==> config.mk <==
export PLATFORM = sky130hd
export DESIGN_NAME = retime_pipe
export DESIGN_NICKNAME = d
export VERILOG_FILES = /design/src/rtl/retime_pipe.sv
export SDC_FILE = /design/constraint.sdc
export NUM_CORES = 1
export LEC_CHECK = 0
export CORE_AREA = 10 10 47 49
export DETAILED_ROUTE_END_ITERATION = 7
export DIE_AREA = 0 0 57 59
export GPL_ROUTABILITY_DRIVEN = 0
export HOLD_SLACK_MARGIN = 0.08
export PLACE_DENSITY = 0.73
export SYNTH_ARGS = -nofsm -noshare
export SYNTH_HDL_FRONTEND = slang
export SYNTH_SLANG_ARGS = --single-unit
export TNS_END_PERCENT = 1
==> constraint.sdc <==
create_clock -name CLOCK -period 2.5 [get_ports CLOCK]
set_input_delay 0.25 -clock CLOCK [delete_from_list [all_inputs] [get_ports CLOCK]]
set_output_delay 0.25 -clock CLOCK [all_outputs]
set_load 0.005 [all_outputs]
==> src/rtl/retime_pipe.sv <==
`default_nettype none
// ============================================================================
// Module   : retime_pipe
// Brief    : Elastic retiming pipeline with per-stage optional inversion and
//            bubble collapsing. Define RETIME_PIPE_OCC_EN to add OCCUPANCY.
// Revision : 1.0 - initial release
// ============================================================================
module retime_pipe #(
  parameter int               WIDTH    = 1,
  parameter int               DEPTH    = 8,
  parameter logic [DEPTH-1:0] INV_MASK = '0,
  parameter logic             OUT_INV  = 1'b1
) (
  input  logic             CLOCK,
  input  logic             RESET,
  input  logic [WIDTH-1:0] IN,
  input  logic             IN_VALID,
  output logic             IN_READY,
  output logic [WIDTH-1:0] OUT,
  output logic             OUT_VALID,
  input  logic             OUT_READY
`ifdef RETIME_PIPE_OCC_EN
  ,
  output logic [$clog2(DEPTH+1)-1:0] OCCUPANCY
`endif
);

  logic [DEPTH-1:0][WIDTH-1:0] r_data;
  logic [DEPTH-1:0]            r_valid;
  logic [DEPTH-1:0]            w_adv;

  // A stage advances when it is empty or the stage after it advances, so any
  // hole downstream lets every stage upstream of it move (bubble collapse).
  always_comb begin
    w_adv = '0;
    w_adv[DEPTH-1] = OUT_READY | ~r_valid[DEPTH-1];
    for (int k = DEPTH - 2; k >= 0; k--) begin
      w_adv[k] = w_adv[k+1] | ~r_valid[k];
    end
  end

  assign IN_READY  = ~RESET & w_adv[0];
  assign OUT_VALID = r_valid[DEPTH-1];
  assign OUT       = r_data[DEPTH-1] ^ {WIDTH{OUT_INV}};

  always_ff @(posedge CLOCK or posedge RESET) begin
    if (RESET) begin
      r_data  <= '0;
      r_valid <= '0;
    end else begin
      if (w_adv[0]) begin
        r_data[0]  <= IN ^ {WIDTH{INV_MASK[0]}};
        r_valid[0] <= IN_VALID;
      end
      for (int k = 1; k < DEPTH; k++) begin
        if (w_adv[k]) begin
          r_data[k]  <= r_data[k-1] ^ {WIDTH{INV_MASK[k]}};
          r_valid[k] <= r_valid[k-1];
        end
      end
    end
  end

`ifdef RETIME_PIPE_OCC_EN
  localparam int c_OCC_W = $clog2(DEPTH + 1);

  logic [c_OCC_W-1:0] r_occ;
  logic               w_acc;
  logic               w_drain;

  assign w_acc   = IN_VALID & IN_READY;
  assign w_drain = OUT_VALID & OUT_READY;

  always_ff @(posedge CLOCK or posedge RESET) begin
    if (RESET) begin
      r_occ <= '0;
    end else if (w_acc & ~w_drain) begin
      r_occ <= r_occ + c_OCC_W'(1);
    end else if (~w_acc & w_drain) begin
      r_occ <= r_occ - c_OCC_W'(1);
    end
  end

  assign OCCUPANCY = r_occ;
`endif

endmodule
`default_nettype wire

==> impl_metrics.toml <==
[yosys]
synth_area_leaders = "dfrtp_1 (60%), mux2_2 (5.1%), mux2_4 (4.5%)"
synth_nets = 55
ys.flop_type = "dfrtp_1"
ys_async_sr_fraction = 1.00
yosysMostFrequentCell = "dfrtp_1"
synth_edf_count = 0
yosys.area.top_type = "dfrtp_1"
synth_common_cells = "dfrtp_1 (16), nand2_1 (6), nand2b_1 (4)"
synth.cell_area_um2 = 666
ys_seq_area_frac = 0.602
postSynthCellCount = 50
ys_seq_elements = 16
syn_avg_cell_area_um2 = 13.3
yosys_warnings = 0
yosysTopAreaCellShare = 0.602
synth_cell_types = 18

[placement]
port_buffers = 7
hpwl_um = 803
dp_worst_setup_slack_ps = 556
dpl_cell_area_um2 = 756

[cts]
clockBufferDepth = 2
cts_resized = 0
clk_latency_ps = 290
cts_max_level = 1
clkSinkCount = 16
cts_buffers = 3
cts_hold_buf = 0
clk_pin_slew_worst_paths_ps = 90
cts_root_buf = "clkbuf_4"
cts_setup_buffers = 0
cts_tree = "built"

[worst_setup_path]
crit_chain = "clkdlybuf4s50_1, nand4b_4, nor3_4, nor2_1, clkdlybuf4s50_1"
crit_type = "in2out"
slowest_stage = "clkdlybuf4s50_1"
reg2reg_depth = 3
required_ps = 2250
cp-end-kind = "output pin"
cp.arrival_ps = 1690
cp-start-kind = "input port"
cp_common_cell = "clkdlybuf4s50_1"
max_stage_delay_ps = 450
cp_max_fo = 6

[floorplanning]
num_rows = 14
die_h_um = 59
initial_core_util = 0.475
dieArea_um2 = 3360
design.core.area_um2 = 1400
io_pins = 8
dieWidth_um = 57

[run_status]
outcome = "completed"

[route]
wl_mm = 1.02
dr.pass1.iters = 1
ant_nets = 0
drtIter0Drc = 0
vias_per_cell = 5.04
vias = 388
drc = 0
wl_per_cell_um = 13.3

[global_route]
grtUsageTotal = 0.0698
grt_max_degree = 17
antenna_found_initial = 0
grt_overflow_total = 0
grt_pass1_wl_mm = 1.86
grt_pass1_vias = 429

[timing]
post-route-min-period_ps = 1940
hold_violations = 0
slew_violations = 0
fmax_mhz = 517
timing.final.crit_share = 0.774
finalSetupViolCount = 0
fin_skew_ps = 3.43
finalHoldWorstSlack_ps = 343
fin_ws_ps = 565
relSlewSlack = 0.609
rsz0062_at_grt = "false"
worst_pin_slew_ps = 585
tns_ps = 0

[final_layout]
area_delta_synth_final_pct = 19.0
final_area_um2 = 792
drive_gt1_frac = 0.262
diodes = 0
fin_nets = 67

[worst_hold_path]
hp-class = "in2async"

[power_and_ir_drop]
powerDensity_nw_per_um2 = 879
p_leak_uw = 0.000354
power_uw = 696
ir_drop_mv = 0.440

[job]
max-cap-violations = 0
==> layout by cell type, fill, tap and decap left out <==
master	netlist	layout
and4b_4	1	1
clkbuf_4	0	3
clkbuf_8	0	1
clkdlybuf4s50_1	0	7
dfrtp_1	16	16
inv_1	3	3
mux2_1	1	1
mux2_2	3	3
mux2_4	2	2
nand2_1	6	6
nand2b_1	4	4
nand3_1	1	1
nand3_2	1	1
nand3b_1	1	1
nand4b_4	1	1
nor2_1	2	2
nor3_2	1	1
nor3_4	1	1
o21ai_0	2	2
or2_2	2	2
or2b_1	2	2
==> cells by family after synthesis <==
logic type,Yosys count,synth area share
simple gates,23,0.254
compound gates,2,0.0150
flops,16,0.601
mux,6,0.113
buf+inv,3,0.0169
==> metal layers <==
layer  GRT usage  part of all wire  up-vias
li1            -                 -      190
met4      0.0503             0.021        0
met5           0                 0        -
met3      0.0215             0.040        2
met2       0.104              0.49        8
met1      0.0830              0.44      188
==> registers in the layout (all words and copies together) (netlist names) <==
register  count
r_data        8
r_valid       8
==> worst max-delay path: cells and delay by family <==
kind / cells / cell delay [ps]
buffers and inverters: 2 / 890
AND/OR/NAND/NOR: 3 / 540
==> through the flow <==
step,cells,util
2_1_floorplan,50,-
3_3_place_gp,73,0.539
3_5_place_dp,73,0.539
4_1_cts,77,0.565
5_1_grt,77,0.565
6_report,77,0.565
==> report_power, final <==
group,total [uW],switching [uW],internal [uW]
clock,170,81.4,88.7
sequential,367,44.7,323
combinational,159,65.9,92.9
total,696,192,504
==> worst paths after layout <==
kind | from | endpoint | slack (ps)
setup / recovery | OUT_READY | IN_READY | 560
hold / removal | RESET | r_valid[0] | 340
setup reg to reg | r_valid[7] | r_data[1] | 1160
hold reg to reg | r_valid[2] | r_valid[3] | 470
max in group asynchronous | RESET | r_data[5] | 1770
min in group CLOCK | r_valid[2] | r_valid[3] | 470
==> cell type report <==
class,instances,area [um2]
Multi-Input combinational cell,31,254
Tap cell,16,20.0
Inverter,3,11.3
Timing Repair Buffer,7,70.1
Sequential cell,16,400
Fill cell,124,609
Clock buffer,4,36.3
(Power assumes the default switching activity.)
